**config.mk**
```make
export PLATFORM = sky130hd
export DESIGN_NAME = if_fetch_unit_flat
export DESIGN_NICKNAME = d
export VERILOG_FILES = /design/src/rtl/if_pkg.sv /design/src/rtl/if_fetch_unit_if.sv /design/src/rtl/if_fetch_fifo.sv /design/src/rtl/if_fetch_unit.sv /design/src/flat_wrapper.sv
export SDC_FILE = /design/constraint.sdc
export NUM_CORES = 1
export LEC_CHECK = 0
export ABC_AREA = 1
export CAP_MARGIN = 20
export CORE_MARGIN = 1.5
export CORE_UTILIZATION = 58
export CTS_CLUSTER_DIAMETER = 60
export DETAILED_ROUTE_END_ITERATION = 6
export PLACE_DENSITY = 0.95
export SYNTH_ARGS = -nofsm -noshare
export SYNTH_HDL_FRONTEND = slang
export SYNTH_HIERARCHICAL = 1
export SYNTH_SLANG_ARGS = --single-unit
```
**constraint.sdc**
```tcl
create_clock -name clk -period 7.1 [get_ports clk]
set_input_delay 0.71 -clock clk [delete_from_list [all_inputs] [get_ports clk]]
set_output_delay 0.71 -clock clk [all_outputs]
set_load 0.1 [all_outputs]
```
**src/rtl/if_pkg.sv**
```systemverilog
// if_pkg: shared constants and types for the instruction-fetch front end
package if_pkg;
    localparam int               XLEN             = 32;
    localparam logic [XLEN-1:0]  PC_STEP          = 32'd4;
    localparam logic [XLEN-1:0]  NOP_INSTR        = '0;
    localparam logic [XLEN-1:0]  RESET_PC_DEFAULT = 32'h0000_0000;

    typedef struct packed {
        logic [XLEN-1:0] pc4;
        logic [XLEN-1:0] instr;
    } fetch_entry_t;
endpackage

```
**src/rtl/if_fetch_unit_if.sv**
```systemverilog
// if_fetch_unit_if: instruction-memory request/response bus
interface if_fetch_unit_if
    import if_pkg::*;
#(
    parameter int N = XLEN
);
    logic         imem_req;
    logic [N-1:0] imem_addr;
    logic         imem_gnt;
    logic         imem_rvalid;
    logic [N-1:0] imem_rdata;

    modport master (output imem_req, output imem_addr, input imem_gnt, input imem_rvalid, input imem_rdata);
    modport slave  (input imem_req, input imem_addr, output imem_gnt, output imem_rvalid, output imem_rdata);
endinterface

```
**src/rtl/if_fetch_fifo.sv**
```systemverilog
// if_fetch_fifo: DEPTH-entry synchronous FIFO with flush, occupancy count and head output
module if_fetch_fifo #(
    parameter int W     = 64,
    parameter int DEPTH = 2,
    localparam int AW   = $clog2(DEPTH),
    localparam int CW   = $clog2(DEPTH + 1)
) (
    input  logic          clk,
    input  logic          rst,
    input  logic          push_i,
    input  logic          pop_i,
    input  logic          flush_i,
    input  logic [W-1:0]  din_i,
    output logic [W-1:0]  head_o,
    output logic [CW-1:0] count_o
);
    logic [W-1:0]  mem_q [DEPTH];
    logic [AW-1:0] rd_q, rd_d, wr_q, wr_d;
    logic [CW-1:0] count_q, count_d;

    // pointer and occupancy update; flush empties the FIFO in one cycle
    always_comb begin
        rd_d    = flush_i ? '0 : rd_q + AW'(pop_i);
        wr_d    = flush_i ? '0 : wr_q + AW'(push_i);
        count_d = flush_i ? '0 : count_q + CW'(push_i) - CW'(pop_i);
    end

    // storage array holds data only, so it needs no reset
    always_ff @(posedge clk)
        if (push_i && !flush_i) mem_q[wr_q] <= din_i;

    // pointer and count registers
    always_ff @(posedge clk or negedge rst)
        if (!rst) begin
            rd_q    <= '0;
            wr_q    <= '0;
            count_q <= '0;
        end else begin
            rd_q    <= rd_d;
            wr_q    <= wr_d;
            count_q <= count_d;
        end

    assign head_o  = mem_q[rd_q];
    assign count_o = count_q;
endmodule

```
**src/rtl/if_fetch_unit.sv**
```systemverilog
// if_fetch_unit: PC, credit-limited imem fetch, stale-response discard and IF/ID feed (option: IF_PERF_CNT_EN)
module if_fetch_unit
    import if_pkg::*;
#(
    parameter int           N        = XLEN,
    parameter int           DEPTH    = 2,
    parameter logic [N-1:0] RESET_PC = RESET_PC_DEFAULT
) (
    input  logic            clk,
    input  logic            rst,
    input  logic            freeze,
    input  logic            branch_taken,
    input  logic [N-1:0]    branch_address,
    if_fetch_unit_if.master imem,
    output logic [N-1:0]    pc_out,
    output logic [N-1:0]    instruction_out,
    output logic            valid_out
`ifdef IF_PERF_CNT_EN
    ,
    output logic [31:0]     fetch_count,
    output logic [31:0]     discard_count
`endif
);
    localparam int CW = $clog2(DEPTH + 1);

    logic [N-1:0]   fetch_pc_q, fetch_pc_d, resp_pc_q, resp_pc_d, resp_pc4;
    logic [CW-1:0]  out_q, out_d, disc_q, disc_d, fifo_count;
    logic [CW:0]    in_use;
    logic [2*N-1:0] head;
    logic           pop, push, drop, gnt_fire;

    // credit check, handshake, response routing and next state; a pop at this edge frees its slot
    always_comb begin
        valid_out       = fifo_count != '0;
        pop             = valid_out && !freeze && !branch_taken;
        in_use          = {1'b0, out_q} + {1'b0, fifo_count} - (CW+1)'(pop);
        imem.imem_req   = !branch_taken && (in_use < (CW+1)'(DEPTH));
        imem.imem_addr  = fetch_pc_q;
        gnt_fire        = imem.imem_req && imem.imem_gnt;
        drop            = imem.imem_rvalid && (branch_taken || disc_q != '0);
        push            = imem.imem_rvalid && !drop;
        resp_pc4        = resp_pc_q + N'(PC_STEP);
        out_d           = out_q + CW'(gnt_fire) - CW'(imem.imem_rvalid);
        disc_d          = branch_taken ? out_q - CW'(imem.imem_rvalid) : disc_q - CW'(drop);
        fetch_pc_d      = branch_taken ? branch_address : (gnt_fire ? fetch_pc_q + N'(PC_STEP) : fetch_pc_q);
        resp_pc_d       = branch_taken ? branch_address : (push ? resp_pc4 : resp_pc_q);
        pc_out          = valid_out ? head[2*N-1:N] : '0;
        instruction_out = valid_out ? head[N-1:0] : N'(NOP_INSTR);
    end

    // PC, in-flight and discard registers; reset abandons any in-flight requests
    always_ff @(posedge clk or negedge rst)
        if (!rst) begin
            fetch_pc_q <= RESET_PC;
            resp_pc_q  <= RESET_PC;
            out_q      <= '0;
            disc_q     <= '0;
        end else begin
            fetch_pc_q <= fetch_pc_d;
            resp_pc_q  <= resp_pc_d;
            out_q      <= out_d;
            disc_q     <= disc_d;
        end

    if_fetch_fifo #(.W(2*N), .DEPTH(DEPTH)) u_fifo (
        .clk     (clk),
        .rst     (rst),
        .push_i  (push),
        .pop_i   (pop),
        .flush_i (branch_taken),
        .din_i   ({resp_pc4, imem.imem_rdata}),
        .head_o  (head),
        .count_o (fifo_count)
    );

`ifdef IF_PERF_CNT_EN
    logic [31:0] fetch_cnt_q, discard_cnt_q;

    // saturating counters of delivered instructions and dropped responses
    always_ff @(posedge clk or negedge rst)
        if (!rst) begin
            fetch_cnt_q   <= '0;
            discard_cnt_q <= '0;
        end else begin
            if (pop && !(&fetch_cnt_q)) fetch_cnt_q <= fetch_cnt_q + 32'd1;
            if (drop && !(&discard_cnt_q)) discard_cnt_q <= discard_cnt_q + 32'd1;
        end

    assign fetch_count   = fetch_cnt_q;
    assign discard_count = discard_cnt_q;
`endif
endmodule

```
**src/flat_wrapper.sv**
```systemverilog
// flat-port wrapper written by rule: the top's interface ports become plain ports
module if_fetch_unit_flat import if_pkg::*;
#(
    parameter int           N        = XLEN,
    parameter int           DEPTH    = 2,
    parameter logic [N-1:0] RESET_PC = RESET_PC_DEFAULT
)
  (clk, rst, freeze, branch_taken, branch_address, pc_out, instruction_out, valid_out, imem_imem_req, imem_imem_addr, imem_imem_gnt, imem_imem_rvalid, imem_imem_rdata);
  if_fetch_unit_if #(.N(N)) imem_i ();
  input  logic clk;
  input  logic rst;
  input  logic freeze;
  input  logic branch_taken;
  input  logic [N-1:0] branch_address;
  output logic [N-1:0] pc_out;
  output logic [N-1:0] instruction_out;
  output logic valid_out;
  output wire logic [$bits(imem_i.imem_req)-1:0] imem_imem_req;
  output wire logic [$bits(imem_i.imem_addr)-1:0] imem_imem_addr;
  input wire logic [$bits(imem_i.imem_gnt)-1:0] imem_imem_gnt;
  input wire logic [$bits(imem_i.imem_rvalid)-1:0] imem_imem_rvalid;
  input wire logic [$bits(imem_i.imem_rdata)-1:0] imem_imem_rdata;
  assign imem_imem_req = imem_i.imem_req;
  assign imem_imem_addr = imem_i.imem_addr;
  assign imem_i.imem_gnt = imem_imem_gnt;
  assign imem_i.imem_rvalid = imem_imem_rvalid;
  assign imem_i.imem_rdata = imem_imem_rdata;
  if_fetch_unit #(.N(N), .DEPTH(DEPTH), .RESET_PC(RESET_PC)) u_core (.clk(clk), .rst(rst), .freeze(freeze), .branch_taken(branch_taken), .branch_address(branch_address), .imem(imem_i), .pc_out(pc_out), .instruction_out(instruction_out), .valid_out(valid_out));
endmodule
```
Word-level counts from Yosys, hierarchy flattened

Memory sizes are Yosys's and may differ from the RTL's.
Cells that the tools add are included.

Equality and inequality tests: 0
Shift-type cells: 0
Add/sub/neg operators: 12
Reduce and logical (&&, ||, !) cells: 15
Bitwise logic cells: 0
Magnitude comparators: 1
Div/mod/pow operators: 0
Multiplexer cells: 12
Multipliers: 0

Operators with widths:

| cell                                                        | count |
|---|---|
| two-way mux 32 bit                                          | 6 |
| adder 32 x 3 -> 32 bit (second input constant)              | 2 |
| nonzero test 2 bit                                          | 4 |
| subtractor 2 x 1 -> 2 bit                                   | 4 |
| logical AND 1 bit                                           | 7 |
| adder 2 x 1 -> 2 bit                                        | 2 |
| two-way mux 1 bit                                           | 4 |
| two-way mux 2 bit                                           | 2 |
| adder 2 x 2 -> 3 bit                                        | 1 |
| zero test 1 bit                                             | 3 |
| less-than comparator 3 x 2 -> 1 bit (second input constant) | 1 |
| subtractor 3 x 1 -> 3 bit                                   | 1 |
| adder 1 bit                                                 | 2 |
| logical OR 1 bit                                            | 1 |

Flip-flop bits (word level): 72
Memories: 1
Memory bits (read-only): 0
Bits of input ports: 70
Memory bits (writable): 128
Logic and storage cells: 48
Latch bits: 0

Memory list:

| name                | depth | width | rd ports | clocked after Yosys merged registers in | write ports | line                | source |
|---|---|---|---|---|---|---|---|
| u_core.u_fifo.mem_q | 2     | 64    | 1        | 0                                       | 1           | if_fetch_fifo.sv:17 | `logic [W-1:0] mem_q [DEPTH];` |

Longest topological paths before layout

Gate-level depths: netlist (run 1).

Depth in word-level cells: 9
Depth in mapped cells: 17
Depth with buffers taken out: 15

Cells and area by module

Netlist (run 1), hierarchy kept.

By module, submodules not included:

| module        | cells an instance | seq. area each (sq um) | times used | area an instance (sq um) |
|---|---|---|---|---|
| if_fetch_unit | 821               | 1,701.6                | 1          | 5,376.4 |
| if_fetch_fifo | 227               | 3,943.8                | 1          | 5,039.8 |

Worst setup path before layout (run 1)

OpenSTA, ideal clock, no wires.

Kind: input to register
Start point: input port branch_taken
End point: memory u_core.u_fifo.mem_q[1][0], enable pin
Data required time: 6.614 ns
Arrival time: 4.152 ns
Setup slack: 2.462 ns
Stages: 7
Cell sequence: buf_6 -> inv_8 -> nand4_4 -> clkinv_1 -> buf_2 -> nand2_1 -> nor2_1

Longest elaborated chain between the ends: 7
Elaborated cells between the ends (all ways): 8
Those cells by class: 2 x mux; 6 x reduce/logical

Ends and longest elaborated chain:

| element                                 | line                | source |
|---|---|---|
| start: declaration                      | flat_wrapper.sv:13  | `input logic branch_taken;` |
| logical OR 1 bit                        | if_fetch_unit.sv:40 | `drop = imem.imem_rvalid && (branch_taken \|\| disc_q != '0);` |
| logical AND 1 bit                       | if_fetch_unit.sv:40 |  |
| zero test 1 bit                         | if_fetch_unit.sv:41 | `push = imem.imem_rvalid && !drop;` |
| logical AND 1 bit                       | if_fetch_unit.sv:41 |  |
| via u_core.push                         | if_fetch_unit.sv:30 | `logic pop, push, drop, gnt_fire;` |
| logical AND 1 bit                       | if_fetch_fifo.sv:30 | `if (push_i && !flush_i) mem_q[wr_q] <= din_i;` |
| two-way mux 1 bit                       | if_fetch_fifo.sv:30 |  |
| two-way mux 1 bit (implied by the code) | if_fetch_fifo.sv:30 |  |
| end: declaration                        | if_fetch_fifo.sv:17 |  |

The timed path passes the listed nets, and every way through them passes these cells.

Final worst setup path (run 1)

Start point: input port branch_taken
End point: output port imem_imem_req

Longest elaborated chain between the ends: 5

Ends and longest elaborated chain:

| element                             | line                | source |
|---|---|---|
| zero test 1 bit                     | if_fetch_unit.sv:35 | `pop = valid_out && !freeze && !branch_taken;` |
| logical AND 1 bit                   | if_fetch_unit.sv:35 |  |
| via u_core.pop                      | if_fetch_unit.sv:30 |  |
| subtractor 3 x 1 -> 3 bit           | if_fetch_unit.sv:36 | `in_use = {1'b0, out_q} + {1'b0, fifo_count} - (CW+1)'(pop);` |
| less-than comparator 3 x 2 -> 1 bit | if_fetch_unit.sv:37 | `imem.imem_req = !branch_taken && (in_use < (CW+1)'(DEPTH));` |
| logical AND 1 bit                   | if_fetch_unit.sv:37 |  |
| end: declaration                    | flat_wrapper.sv:18  | `output wire logic [$bits(imem_i.imem_req)-1:0] imem_imem_req;` |

The timed path passes the listed nets, and every way through them passes these cells.

==> impl_metrics.csv, run 1 <==
group,metric,value,unit
run,drv_cap,0,
sta,rsz0062_at_grt,"false",
synthesis,synth-simple-area-share,21.50,%
synthesis,syn_area_per_cell,9.939,um^2
clock_network,clock-sinks,200,
sta,setup_slack,2.032,ns
placed_design,place_congestion,0.9264,
die,die_h,137.0,um
die,start_util,59.81,%
sta,skew,0.01993,ns
grt,grt_pass1_wl,37580,um
grt,grt-busiest-layer,"met2",
sta,setup_violations,0,
setup_path,cp_top_family,"buffers and inverters",
synthesis,seq_area_frac_synth,54.20,%
sta,min_period,5.068,ns
route,wire_per_inst,16.34,um
worst_hold_path,hold_path_end,"u_core/u_fifo/mem_q[0][33]",
grt,met1_usage,33.02,%
route,drc_errors,0,
sta,finalSetupTns,0,ns
synthesis,ys_warn_count,6,
route,drtAntennaViolNets,0,
clock_network,tritoncts,"built",
clock_network,cts_hold_buf,0,
grt,track_usage,26.18,%
outcome,status,"completed",
setup_path,worst_path_most_repeated_cell,"clkdlybuf4s50_1",
clock_network,clockBufferDepth,2,
die,core,17420,um^2
placed_design,hpwl,16580,um
setup_path,rrSetupSlack,3.38,ns
layout,final_cell_mix,"240 x nand2_1, 166 x clkdlybuf4s50_1, 140 x inv_1, 137 x nor2_1, 128 x edfxtp_1",
die,fp-row-count,48,
setup_path,cp-end-kind,"output pin",
route,drt-initial-drc-count,636,
clock_network,ctsResizeCount,0,
clock_network,clock_latency,0.43,ns
sta,max-slew-margin-rel,31.22,%
grt,antenna_found_initial,0,
worst_hold_path,hold_path.class,"reg2reg",
sta,worst_slew_pin_slew,1.029,ns
clock_network,numCtsBuffers,17,
synthesis,synth_top_family_by_area,"simple AND/OR/NAND/NOR gates",
setup_path,r2r_end,"u_core/imem.imem_addr[22]",
synthesis,ys_types,47,
layout,final_common_cell,"nand2_1",
grt,use_met3,5.963,%
route,viasPerCell,5.388,
route,routed_wl,23670,um
synthesis,ys_ff_latch,200,
synthesis,synthesis.nets,1129,
setup_path,path_cells,"clkdlybuf4s50_1 > buf_4 > nor3_1 > ha_1 > or2_2 > fa_1 > nand3_4 > nor2_4 > clkdlybuf4s50_1",
die,die_w,137.0,um
setup_path,slowest_stage,"clkdlybuf4s50_1",
power,ir_drop,0.2835,mV
synthesis,ys.flop_type,"edfxtp_1",
clock_network,cts_root_buf,"clkbuf_16",
layout,areaGrowthSynthToFinish,23.21,%
worst_hold_path,min_from,"u_core/resp_pc_q[1]",
clock_network,path_clk_slew,0.07,ns
placed_design,portBuffers,167,
synthesis,yosys.area_share.adder,1.393,%
grt,grt_pass1_vias,7670,
sta,hold_viol,0,
layout,antenna_cells,0,
power,power.leakage,0.005365,uW
power,p_per_area,339.8,nW/um^2
setup_path,r2r_cells,15,
sta,min_period_over_period,71.38,%
synthesis,async_flop_share,36.00,%
grt,grt_max_degree,73,
clock_network,h-tree-depth,4,
sta,fin_hold_ws,0.4840,ns
setup_path,crit_fanout,41,
setup_path,required,6.39,ns
synthesis,synth-edff-count,128,
grt,grtUsageMet2,44.53,%
route,vias,7807,
sta,max_freq,197.3,MHz
synthesis,synth_xor_area_share,3.399,%
setup_path,r2r-start,"u_core/u_fifo/count_o[0]",
route,drt_pass1_iterations,5,
die,boundaryPins,168,
setup_path,path_class,"in2out",
synthesis,synth_area,10420,um^2
clock_network,post_cts_buffers,0,
layout,layout.nets,1292,
grt,gr-total-overflow,0,
layout,drive_above_1_share,14.05,%
die,dieArea,18770,um^2
worst_hold_path,whs_path_depth,0,
setup_path,worstPathArrival,4.36,ns
synthesis,muxShareOfSynthArea,8.817,%
synthesis,syn-instance-count,1048,
sta,maxSlewViolCount,0,
setup_path,cpPeakStageDelay,1.13,ns
synthesis,synth_compound_area_share,3.327,%
setup_path,crit_buf_inv,3,
setup_path,startpoint_type,"input port",
placed_design,post-place-ws,2.021,ns
registers in the layout, indices dropped and copies added (netlist names):
signal / count
u_core/u_fifo/wr_q: 1
u_core/u_fifo/mem_q: 128
u_core/imem.imem_addr: 32
u_core/u_fifo/rd_q: 1
u_core/u_fifo/count_o: 2
u_core/disc_q: 2
u_core/resp_pc_q: 32
u_core/out_q: 2
per-layer routing:
layer | part of all wire (%) | up-vias
met5 | 0 | -
met4 | 2.0 | 0
met3 | 7.4 | 39
met2 | 50 | 350
met1 | 41 | 3721
li1 | - | 3697
worst max-delay path by stage:
stage | start | to | slack, ns | cells after the start
2_1_floorplan | branch_taken | u_core/u_fifo/mem_q[1][0] | 2.46 | 7
4_1_cts | branch_taken | imem_imem_req | 2.01 | 9
6_report | branch_taken | imem_imem_req | 2.03 | 9
3_3_place_gp | branch_taken | imem_imem_req | 2.12 | 9
3_5_place_dp | branch_taken | imem_imem_req | 2.02 | 9
5_1_grt | branch_taken | imem_imem_req | 1.93 | 9
power breakdown:
group / switching [uW] / internal [uW]
Sequential: 153 / 1380
Combinational: 1420 / 481
Clock: 409 / 516
cells by family after synthesis:
kind of cell               Yosys count
adders and majority gates           11
xor gates and xnor gates            37
DFF                                200
muxes                               65
AOI/OAI and AO/OA                   57
buffers and inverters              182
and+or+nand+nor                    496
stage by stage:
stage,util [%],power [uW],instances,cell area (um^2)
3_3_place_gp,70.30,3402,1416,12240
6_report,73.69,4361,1449,12830
5_1_grt,73.69,4541,1449,12830
3_5_place_dp,70.30,3443,1416,12240
2_1_floorplan,-,2990,1048,10420
4_1_cts,73.53,4370,1448,12810
layout make-up:
| type | count | area [um^2] |
|---|---|---|
| Sequential cell | 200 | 5649 |
| Fill cell | 1205 | 4583 |
| Multi-Input combinational cell | 666 | 4026 |
| Timing Repair Buffer | 173 | 1732 |
| Inverter | 153 | 583.1 |
| Clock buffer | 19 | 432.9 |
| Tap cell | 225 | 281.5 |
| Clock inverter | 13 | 128.9 |
cell usage after synthesis, types with 10 or more instances:
cell type  number  area [um^2]
xor2_1         23        201.4
nand2_2        17        106.4
mux2_2         14        157.7
a21oi_1        14        70.07
nor2_2         11        68.82
nor2_1        140        525.5
inv_1         140        525.5
dfrtp_1        72         1802
nand2_1       240        900.9
o21ai_0        10        50.05
edfxtp_1      128         3844
mux2_4         50        750.7
nor2_4         11        123.9
xnor2_1        10        87.58
ha_1           10        125.1
inv_2          10        37.54
nand3_1        45        225.2
No activity file was read; power rests on OpenSTA's default activity.
==> inputs of run 2 (changes only) <==
--- a/config.mk
+++ b/config.mk
@@ -8,10 +8,10 @@
 export ABC_AREA = 1
 export CAP_MARGIN = 20
 export CORE_MARGIN = 1.5
-export CORE_UTILIZATION = 58
+export CORE_UTILIZATION = 49
 export CTS_CLUSTER_DIAMETER = 60
 export DETAILED_ROUTE_END_ITERATION = 6
-export PLACE_DENSITY = 0.95
+export PLACE_DENSITY = 0.89
 export SYNTH_ARGS = -nofsm -noshare
 export SYNTH_HDL_FRONTEND = slang
 export SYNTH_HIERARCHICAL = 1
==> constraint.sdc (replaced) <==
create_clock -name clk -period 4.37 [get_ports clk]
set_input_delay 0.437 -clock clk [delete_from_list [all_inputs] [get_ports clk]]
set_output_delay 0.437 -clock clk [all_outputs]
set_load 0.1 [all_outputs]
==> impl_metrics.csv, run 2 (same netlist as run 1, synthesis figures left out) <==
group,metric,value,unit
route,routed_wl,22800,um
clock_network,ctsResizeCount,0,
sta,worst_slew_pin_slew,1.035,ns
layout,drive_above_1_share,14.34,%
grt,grt_pass1_wl,36480,um
route,drc_errors,0,
grt,gr-total-overflow,0,
grt,track_usage,21.16,%
sta,skew,0.009812,ns
setup_path,rrSetupSlack,1.05,ns
setup_path,startpoint_type,"register",
clock_network,cts_root_buf,"clkbuf_16",
layout,antenna_cells,0,
setup_path,cp-end-kind,"output pin",
run,drv_cap,0,
grt,antenna_found_initial,0,
layout,layout.nets,1295,
die,dieArea,22140,um^2
sta,setup_violations,0,
clock_network,clockBufferDepth,2,
placed_design,hpwl,16540,um
setup_path,r2r_cells,14,
power,p_per_area,546.8,nW/um^2
grt,grt_max_degree,66,
die,die_h,148.8,um
route,drt_pass1_iterations,5,
layout,largest_register_ffs,128,
outcome,status,"completed",
setup_path,path_class,"reg2out",
clock_network,cts_hold_buf,0,
setup_path,r2r-start,"u_core/u_fifo/count_o[1]",
sta,hold_viol,0,
layout,final_cell_mix,"240 x nand2_1, 165 x clkdlybuf4s50_1, 140 x inv_1, 137 x nor2_1, 128 x edfxtp_1",
sta,max-slew-margin-rel,30.80,%
layout,final_common_cell,"nand2_1",
die,boundaryPins,168,
sta,finalSetupTns,0,ns
die,die_w,148.8,um
power,ir_drop,0.4602,mV
die,start_util,49.71,%
grt,grt_pass1_vias,7328,
route,wire_per_inst,15.18,um
layout,fin_util,61.64,%
clock_network,tritoncts,"built",
sta,rsz0062_at_grt,"false",
layout,largest_register,"u_core/u_fifo/mem_q",
clock_network,post_cts_buffers,0,
sta,maxSlewViolCount,0,
sta,min_period_over_period,82.03,%
clock_network,path_clk_slew,0.07,ns
worst_hold_path,hold_path.class,"in2async",
setup_path,crit_fanout,31,
die,core,20960,um^2
placed_design,place_congestion,0.9591,
die,fp-row-count,53,
route,drtAntennaViolNets,0,
sta,min_period,3.585,ns
clock_network,h-tree-depth,4,
layout,areaGrowthSynthToFinish,24.00,%
sta,max_freq,279.0,MHz
setup_path,worstPathArrival,3.15,ns
clock_network,clock-sinks,200,
route,vias,7670,
placed_design,portBuffers,167,
clock_network,numCtsBuffers,17,
clock_network,clock_latency,0.43,ns
setup_path,r2r_end,"u_core/imem.imem_addr[20]",
route,drt-initial-drc-count,513,
route,viasPerCell,5.107,
power,power.leakage,0.005405,uW
setup_path,required,3.93,ns
run 2: how the worst max path moves through the flow:
stage,start,end,slack [ns],cells past startpoint
after floorplan,branch_taken,u_core/u_fifo/mem_q[1][0],0.005,7
after global placement,branch_taken,u_core/imem.imem_addr[15],0.73,14
after detailed placement,branch_taken,u_core/imem.imem_addr[15],0.63,14
after CTS,u_core/u_fifo/rd_q,instruction_out[3],0.75,5
after global routing,u_core/u_fifo/rd_q,pc_out[26],0.64,5
final,u_core/u_fifo/rd_q,instruction_out[3],0.79,5
run 2: cell type report:
class                   instances  area, um^2
clock buffers                  24       509.2
clock inverters                 8       60.06
fillers                      1694        8039
inverters                     153       583.1
multi-input cells             666        4026
flip-flops and latches        200        5649
well taps                     275       344.1
repair buffers                176        1744
run 2: report_power, final:
group / switching [uW] / leakage [uW] / internal, uW
clock: 657 / 0.000286 / 825
sequential: 253 / 0.00203 / 2240
combinational: 2290 / 0.00309 / 792
run 2: stage by stage:
| stage | hold WS [ns] | setup slack, ns | total power [uW] | instance area [um^2] | instances |
|---|---|---|---|---|---|
| 4_1_cts | 0.1644 | 0.7466 | 7102 | 12920 | 1502 |
| 2_1_floorplan | 0.1414 | 0.004700 | 4857 | 10420 | 1048 |
| 3_5_place_dp | 0.4597 | 0.6294 | 5609 | 12350 | 1470 |
| 5_1_grt | 0.1942 | 0.6365 | 7362 | 12920 | 1502 |
| 6_report | 0.1351 | 0.7851 | 7063 | 12920 | 1502 |
| 3_3_place_gp | 0.4499 | 0.7307 | 5551 | 12350 | 1470 |
run 2: critical path, stage by stage (launching register included):
cell             delay (ns)
dfrtp_4                0.80
buf_4                  0.40
mux2_4                 0.21
inv_1                  0.04
nor2_1                 0.10
clkdlybuf4s50_1        1.15
run 2: routing by layer:
metal  part of all wire (%)  global-route usage [%]  up-vias
li1                       -                       -     3700
met1                     43                   27.84     3603
met2                     48                   35.23      332
met3                    7.8                   4.526       35
met4                    1.6                   6.485        0
met5                      0                       0        -
